### src/rtl/alu_writeback_stage.sv
// ALU writeback stage: 2-entry result FIFO in front of the register file write port,
// plus the architectural flags register. Optional operand forwarding via WB_FORWARDING_EN.
module alu_writeback_stage #(
    parameter int DataWidth    = 16,
    parameter int RegAddrWidth = 3
) (
    input  logic                    Clock,
    input  logic                    Reset,
    input  logic                    InValid,
    output logic                    InReady,
    input  logic [RegAddrWidth-1:0] InAddr,
    input  logic [DataWidth-1:0]    InData,
    input  logic [4:0]              InFlags,
    input  logic                    InWriteDest,
    input  logic                    InWriteFlags,
    input  logic                    WbReady,
    output logic                    RegWe,
    output logic [RegAddrWidth-1:0] RegAddr,
    output logic [DataWidth-1:0]    RegData,
    output logic [4:0]              Flags,
    input  logic [RegAddrWidth-1:0] QueryAddr,
    output logic                    FwdHit,
    output logic [DataWidth-1:0]    FwdData
);

    // Handshake: a result transfers at a rising edge where InValid && InReady; InReady
    // depends only on occupancy. The register file side retires the head at an edge
    // where a head is present and WbReady is high; WbReady low holds the head.
    logic [RegAddrWidth-1:0] ent_addr  [2];
    logic [DataWidth-1:0]    ent_data  [2];
    logic [4:0]              ent_flags [2];
    logic [1:0]              ent_wd;
    logic [1:0]              ent_wf;

    logic       wr_ptr;
    logic       rd_ptr;
    logic [1:0] count;
    logic [4:0] flags_q;

    logic head_valid;
    logic push;
    logic retire;

    assign head_valid = (count != 2'd0);
    assign InReady    = (count != 2'd2);
    assign push       = InValid && InReady && !Reset;
    // Reset wins over retire so nothing reaches the register file while it is held.
    assign retire     = head_valid && WbReady && !Reset;

    always_ff @(posedge Clock) begin
        if (push) begin
            ent_addr[wr_ptr]  <= InAddr;
            ent_data[wr_ptr]  <= InData;
            ent_flags[wr_ptr] <= InFlags;
            ent_wd[wr_ptr]    <= InWriteDest;
            ent_wf[wr_ptr]    <= InWriteFlags;
        end
    end

    always_ff @(posedge Clock) begin
        if (Reset) begin
            count   <= 2'd0;
            wr_ptr  <= 1'b0;
            rd_ptr  <= 1'b0;
            flags_q <= 5'd0;
        end else begin
            if (push) begin
                wr_ptr <= ~wr_ptr;
            end
            if (retire) begin
                rd_ptr <= ~rd_ptr;
                if (ent_wf[rd_ptr]) begin
                    flags_q <= ent_flags[rd_ptr];
                end
            end
            // push needs count<2 and retire needs count>0, so this saturates by construction
            case ({push, retire})
                2'b10:   count <= count + 2'd1;
                2'b01:   count <= count - 2'd1;
                default: count <= count;
            endcase
        end
    end

    assign RegWe   = retire && ent_wd[rd_ptr];
    assign RegAddr = head_valid ? ent_addr[rd_ptr] : '0;
    assign RegData = head_valid ? ent_data[rd_ptr] : '0;
    assign Flags   = flags_q;

`ifdef WB_FORWARDING_EN
    // The youngest entry always sits just behind wr_ptr; the older one exists only when full.
    logic young_idx;
    logic old_idx;
    logic hit_young;
    logic hit_old;

    assign young_idx = ~wr_ptr;
    assign old_idx   = wr_ptr;
    assign hit_young = head_valid && ent_wd[young_idx] && (ent_addr[young_idx] == QueryAddr);
    assign hit_old   = (count == 2'd2) && ent_wd[old_idx] && (ent_addr[old_idx] == QueryAddr);

    assign FwdHit  = hit_young || hit_old;
    assign FwdData = hit_young ? ent_data[young_idx] :
                     hit_old   ? ent_data[old_idx]   : '0;
`else
    logic unused_query;
    assign unused_query = ^QueryAddr;
    assign FwdHit       = 1'b0;
    assign FwdData      = '0;
`endif

endmodule

### config.mk
export PLATFORM = sky130hd
export DESIGN_NAME = alu_writeback_stage
export DESIGN_NICKNAME = d
export VERILOG_FILES = /design/src/rtl/alu_writeback_stage.sv
export SDC_FILE = /design/constraint.sdc
export NUM_CORES = 1
export LEC_CHECK = 0
export ABC_CLOCK_PERIOD_IN_PS = 2440
export CORE_MARGIN = 4
export CORE_UTILIZATION = 46
export DETAILED_ROUTE_END_ITERATION = 16
export PLACE_DENSITY_LB_ADDON = 0.25
export SYNTH_ARGS = -nofsm -noshare
export SYNTH_HDL_FRONTEND = slang
export SYNTH_SLANG_ARGS = --single-unit
### constraint.sdc
create_clock -name Clock -period 2.44 [get_ports Clock]
set_input_delay 0.244 -clock Clock [delete_from_list [all_inputs] [get_ports Clock]]
set_output_delay 0.244 -clock Clock [all_outputs]
set_load 0.05 [all_outputs]
==> results of run 1 <==
-- worst max-delay path: cells and delay by family, from the launching register on --
kind,cells,cell delay (ps)
flops,1,430
simple gates,1,100
buf+inv,2,880
-- logic make-up after synthesis --
kind of cell | after synthesis
AND/OR/NAND/NOR | 36
buffers and inverters | 26
other | 1
flip-flops | 62
AO/OA/AOI/OAI | 15
XOR/XNOR | 3
adder cells (fa/ha/maj) | 1
multiplexers | 26
-- power groups by stage --
stage / Sequential (mW) / Clock [mW] / Combinational, mW
5_1_grt: 1.23 / 0.803 / 0.612
2_1_floorplan: 1.25 / 0 / 0.419
3_3_place_gp: 1.25 / 0 / 0.579
6_report: 1.23 / 0.729 / 0.577
3_5_place_dp: 1.25 / 0 / 0.582
4_1_cts: 1.23 / 0.755 / 0.583
-- cells in the mapped netlist --
cell type  number
a21oi_1         7
buf_2           4
buf_4          18
clkbuf_1        1
conb_1          1
dfxtp_1        10
edfxtp_1       52
ha_1            1
inv_1           3
mux2i_1        25
mux2i_2         1
nand2b_1        2
nor2_1         25
nor2b_1         1
nor3_1          1
o21ai_0         7
o21ai_2         1
or3_1           7
xnor2_1         1
xor2_1          2
-- area by class of cell --
| type | count | share of cell area, % |
|---|---|---|
| inverter | 3 | 0.353 |
| multi-input combinational | 98 | 19.1 |
| clock inverter | 7 | 1.30 |
| clock buffer | 9 | 3.89 |
| sequential | 62 | 55.3 |
| tap | 70 | 2.75 |
| timing repair buffer | 62 | 17.3 |
-- flip-flops by register name, summed over array words and instances, names as in the netlist, named ones only --
register	count
Flags	5
count	2
ent_addr	6
ent_data	32
ent_flags	10
ent_wd	2
ent_wf	2
rd_ptr	1
wr_ptr	1
-- per-layer routing --
layer | part of all wire, % | wire, um | global-route usage (%) | up-vias
li1 | - | - | - | 710
met1 | 42 | 1750 | 14.8 | 669
met2 | 50 | 2070 | 22.0 | 54
met3 | 6.4 | 267 | 3.77 | 7
met4 | 1.9 | 78 | 9.12 | 0
met5 | 0 | 0 | 0 | -
-- path summary, 6_finish.rpt --
kind,from,to,depth (start not counted)
min reg2reg,Flags[1],Flags[1],2
max,count[0],InReady,3
min,Flags[1],Flags[1],2
max reg2reg,count[1],count[1],5
-- stage by stage --
| stage | hold WS (ps) | worst slack, ps | utilization (%) | total power [mW] | cell area [sq um] |
|---|---|---|---|---|---|
| after global routing | 478 | 347 | 61.6 | 2.65 | 3190 |
| after global placement | 462 | 584 | 58.4 | 1.83 | 3020 |
| after floorplan | 313 | 366 | - | 1.67 | 2540 |
| after detailed placement | 465 | 545 | 58.4 | 1.83 | 3020 |
| after CTS | 473 | 427 | 61.6 | 2.56 | 3190 |
| final | 472 | 454 | 61.6 | 2.53 | 3190 |
==> results.sh, run 1 <==
export IMPL_status="completed"
export IMPL_synth_top_family_by_area="multiplexers"
export IMPL_synthDistinctLibCells=20
export IMPL_power_frac_seq_pct=48.4
export IMPL_ys_top_cells_by_area="edfxtp_1 63%, mux2i_1 10%, dfxtp_1 8.1%, buf_4 5.5%, nor2_1 3.8%"
export IMPL_finalHoldViolations=0
export IMPL_grt_pass1_vias=1404
export IMPL_skew_ps=5.47
export IMPL_setup_viol=0
export IMPL_wire_per_inst_um=13.4
export IMPL_multi_input_area_sq_um=609
export IMPL_wirelength_mm=4.16
export IMPL_worst_pin_slew_ps=505
export IMPL_grt_setup_unrepaired="false"
export IMPL_clkSinkCount=62
export IMPL_vias=1440
export IMPL_max_clock_path_buffers=2
export IMPL_p_sw_share_pct=31.0
export IMPL_end_kind="output port"
export IMPL_grt_pass1_wl_mm=6.20
export IMPL_yosys_warnings=0
export IMPL_slowest_stage="clkdlybuf4s50_1"
export IMPL_tns_ps=0
export IMPL_synth_simple_area_share_pct=6.51
export IMPL_num_rows=26
export IMPL_gp_congestion=0.709
export IMPL_nFillCells=417
export IMPL_yosys_area_top_type="edfxtp_1"
export IMPL_cts_tree="done"
export IMPL_vias_per_cell=4.63
export IMPL_dieArea_sq_um=6630
export IMPL_fin_nets=270
export IMPL_rrSetupSlack_ps=730
export IMPL_synth_adder_area_share_pct=0.505
export IMPL_synth_area_mux_share_pct=10.7
export IMPL_setup_worst_path_start_class="flop"
export IMPL_drive_gt1_share_pct=18.7
export IMPL_fmax_mhz=503
export IMPL_cts_repair_resized=0
export IMPL_max_slew_margin_pct=66.2
export IMPL_postCtsSetupBuffers=0
export IMPL_placed_cells=295
export IMPL_synth_area_sq_um=2480
export IMPL_cts_made_buffers=9
export IMPL_required_ps=2200
export IMPL_crit_path_max_incr_delay_ps=800
export IMPL_p_clk_share_pct=28.8
export IMPL_antenna_cells=0
export IMPL_seq_area_sq_um=1760
export IMPL_fin_crit_sh_pct=81.4
export IMPL_grt_remaining_overflow=0
export IMPL_fp_coreArea_sq_um=5170
export IMPL_drv_slew=0
export IMPL_htree_levels=3
export IMPL_power_switching_uw=786
export IMPL_grt_antenna_before_repair=0
export IMPL_grt_max_degree=20
export IMPL_power_density_nw_per_um2=794
export IMPL_arrival_ps=1740
export IMPL_ir_worst_vdd_mv=0.518
export IMPL_synth_compound_area_share_pct=3.18
export IMPL_critical_path_peak_fanout=5
export IMPL_first_pass_iters=4
export IMPL_path_class="flop to output port"
export IMPL_ant_nets=0
export IMPL_die_height_um=81.4
export IMPL_syn2layout_area_growth_pct=28.6
export IMPL_portBuffers=55
export IMPL_min_period_ps=1990
export IMPL_mostFrequentLayoutCell="edfxtp_1"
export IMPL_drtIter0Drc=40
export IMPL_yosysTopAreaCellShare_pct=63.0
export IMPL_postCtsHoldBufs=0
export IMPL_fin_cells=311
export IMPL_cp_cell_sequence="nor2b_1 -> inv_1 -> clkdlybuf4s50_1"
export IMPL_clock_latency_ps=330
export IMPL_combPwrFrac_pct=22.8
export IMPL_dpl_hpwl_mm=2.84
export IMPL_fp_dieW_um=81.4
export IMPL_route_detailed_drc=0
export IMPL_final_cell_mix="52 x edfxtp_1, 35 x clkdlybuf4s50_1, 27 x buf_4"
export IMPL_maxCapViolCount=0
export IMPL_p_leak_nw=1.13
export IMPL_synth_seq_area_share_pct=71.1
export IMPL_grt_use_total_pct=13.3
export IMPL_hold_class="flop to flop"
export IMPL_intPower_mw=1.75
export IMPL_ys_seq_elements=62
export IMPL_ios=76
export IMPL_synth_avg_cell_area_sq_um=14.6
export IMPL_netlist_instances=170
export IMPL_cts_reportedPaths_clkPinSlew_ps=70
export IMPL_initial_utilization_pct=47.9
export IMPL_cts_root_buf="clkbuf_8"
export IMPL_synth_xor_area_share_pct=1.06
Power figures use the tool's default switching activity.
==> run 2: changes to the inputs <==
- ABC_CLOCK_PERIOD_IN_PS: 2440 -> 1600
- CORE_UTILIZATION: 46 -> 42
- clock period: 2.44 -> 1.6 ns (I/O delays scaled with it)
==> run 2 against run 1 <==
Effect of this change:
- clock skew about the same
- utilization increased by 3.9 points
- first-iteration DRC count shrank 2.5%
- worst hold slack got worse by 56 ps
- sequential cell count did not move
- count of clock-buffer cells in the layout grew 5
- non-clock buffer count is 9 higher
- setup slack got worse by 370 ps
- critical path depth increased by 1
- largest power group unchanged
==> results.sh, run 2 (synthesis gave the netlist of run 1 again) <==
export IMPL_clock_latency_ps=320
export IMPL_ios=76
export IMPL_fin_nets=279
export IMPL_grt_max_degree=20
export IMPL_wirelength_mm=4.41
export IMPL_portBuffers=55
export IMPL_wire_per_inst_um=13.7
export IMPL_grt_use_met2_pct=20.4
export IMPL_grt_busiest_layer="met2"
export IMPL_vias_per_cell=4.63
export IMPL_end_kind="output port"
export IMPL_dieArea_sq_um=7190
export IMPL_skew_ps=5.24
export IMPL_grt_pass1_wl_mm=6.88
export IMPL_fin_crit_sh_pct=94.6
export IMPL_gp_congestion=0.680
export IMPL_setup_viol=0
export IMPL_arrival_ps=1350
export IMPL_nFillCells=413
export IMPL_ant_nets=0
export IMPL_cts_root_buf="clkbuf_8"
export IMPL_fin_hold_ws_ps=416
export IMPL_cts_made_buffers=9
export IMPL_route_detailed_drc=0
export IMPL_use_met1_pct=14.6
export IMPL_first_pass_iters=4
export IMPL_finalHoldViolations=0
export IMPL_tns_ps=0
export IMPL_critical_path_peak_fanout=10
export IMPL_fp_coreArea_sq_um=5610
export IMPL_rr_startpoint="count[1]"
export IMPL_max_clock_path_buffers=2
export IMPL_setup_worst_path_start_class="flop"
export IMPL_clkSinkCount=62
export IMPL_hold_class="input port to flop"
export IMPL_antenna_cells=0
export IMPL_syn2layout_area_growth_pct=48.3
export IMPL_regMostFlops="ent_data"
export IMPL_drtIter0Drc=39
export IMPL_grt_remaining_overflow=0
export IMPL_num_rows=27
export IMPL_p_leak_nw=1.29
export IMPL_vias=1490
export IMPL_largest_reg_flops=32
export IMPL_mostFrequentLayoutCell="edfxtp_1"
export IMPL_required_ps=1440
export IMPL_dpl_hpwl_mm=3.03
export IMPL_cts_tree="done"
export IMPL_grt_antenna_before_repair=0
export IMPL_use_met3_pct=5.15
export IMPL_min_from="InData[13]"
export IMPL_drv_slew=0
export IMPL_initial_utilization_pct=44.2
export IMPL_maxCapViolCount=0
export IMPL_final_cell_mix="52 x edfxtp_1, 29 x clkdlybuf4s50_1, 25 x buf_12"
export IMPL_htree_levels=3
export IMPL_die_height_um=84.8
export IMPL_grt_setup_unrepaired="false"
export IMPL_drive_gt1_share_pct=30.8
export IMPL_top_regs="ent_data x32, ent_flags x10, ent_addr x6"
export IMPL_min_period_ps=1510
export IMPL_cts_reportedPaths_clkPinSlew_ps=60
export IMPL_grt_pass1_vias=1485
export IMPL_path_class="flop to output port"
export IMPL_status="completed"
export IMPL_fp_dieW_um=84.8
export IMPL_fmax_mhz=661
export IMPL_grt_use_total_pct=12.6
export IMPL_power_density_nw_per_um2=1160
export IMPL_ir_worst_vdd_mv=0.744
export IMPL_postCtsHoldBufs=0
## run 2: changes by cell type in the layout (fill, tap and decap cells not counted), moves of 3 or more
| cell | previous run | this run |
|---|---|---|
| nor2_2 | 1 | 10 |
| clkinv_2 | 3 | 0 |
| nor2_1 | 24 | 13 |
| clkbuf_1 | 0 | 3 |
| dfxtp_1 | 10 | 7 |
| buf_4 | 27 | 13 |
| clkdlybuf4s50_1 | 35 | 29 |
| buf_6 | 0 | 3 |
| buf_12 | 0 | 25 |
## run 2: per-layer routing
metal  wire, um  vias up
li1           -      729
met1       1820      699
met2       2200       58
met3        349        4
met4         42        0
met5          0        -
## run 2: final cells by class
| cell class | instances | area [sq um] | share of cell area [%] |
|---|---|---|---|
| Multi-Input combinational cell | 98 | 683 | 18.6 |
| Clock buffer | 14 | 163 | 4.42 |
| Sequential cell | 62 | 1770 | 48.2 |
| Clock inverter | 2 | 7.51 | 0.204 |
| Timing Repair Buffer | 71 | 947 | 25.8 |
| Tap cell | 72 | 90.1 | 2.45 |
| Inverter | 3 | 15.0 | 0.408 |
## run 2: metrics by stage
step           cells  total power [mW]  setup WS (ps)  utilization, %  instance area, sq um
2_1_floorplan    186              2.58          -29.0               -                  2590
4_1_cts          320              4.28           8.99            64.3                  3610
5_1_grt          322              4.44           4.17            65.6                  3680
3_3_place_gp     303              3.06           -131            60.7                  3410
3_5_place_dp     303              3.08           -157            60.7                  3410
6_report         322              4.26           86.8            65.6                  3680
## run 2: final timing paths
check                         end  slack (ps)  cells after the start
setup / recovery       RegAddr[0]          90                      4
hold / removal    ent_data[1][13]         420                      1
setup reg to reg         count[1]          90                      6
hold reg to reg          Flags[0]         480                      2
## run 2: timing repair
| item | CTS | global route |
|---|---|---|
| gates resized for setup | 3 | 10 |
| pin swaps | 1 | 2 |
| buffers inserted | 1 | 1 |
| gates cloned | 0 | 1 |
| endpoints found under the setup margin | 20 | 8 |
## run 2: power breakdown
part / switching, mW / internal, mW
clock network: 0.508 / 0.638
logic: 0.687 / 0.557
registers: 0.0384 / 1.83
## run 2: critical path: stages, from the launching register on
cell and delay, ps:
dfxtp_2 380, buf_12 160, mux2i_2 230, nor2_1 90, buf_12 150
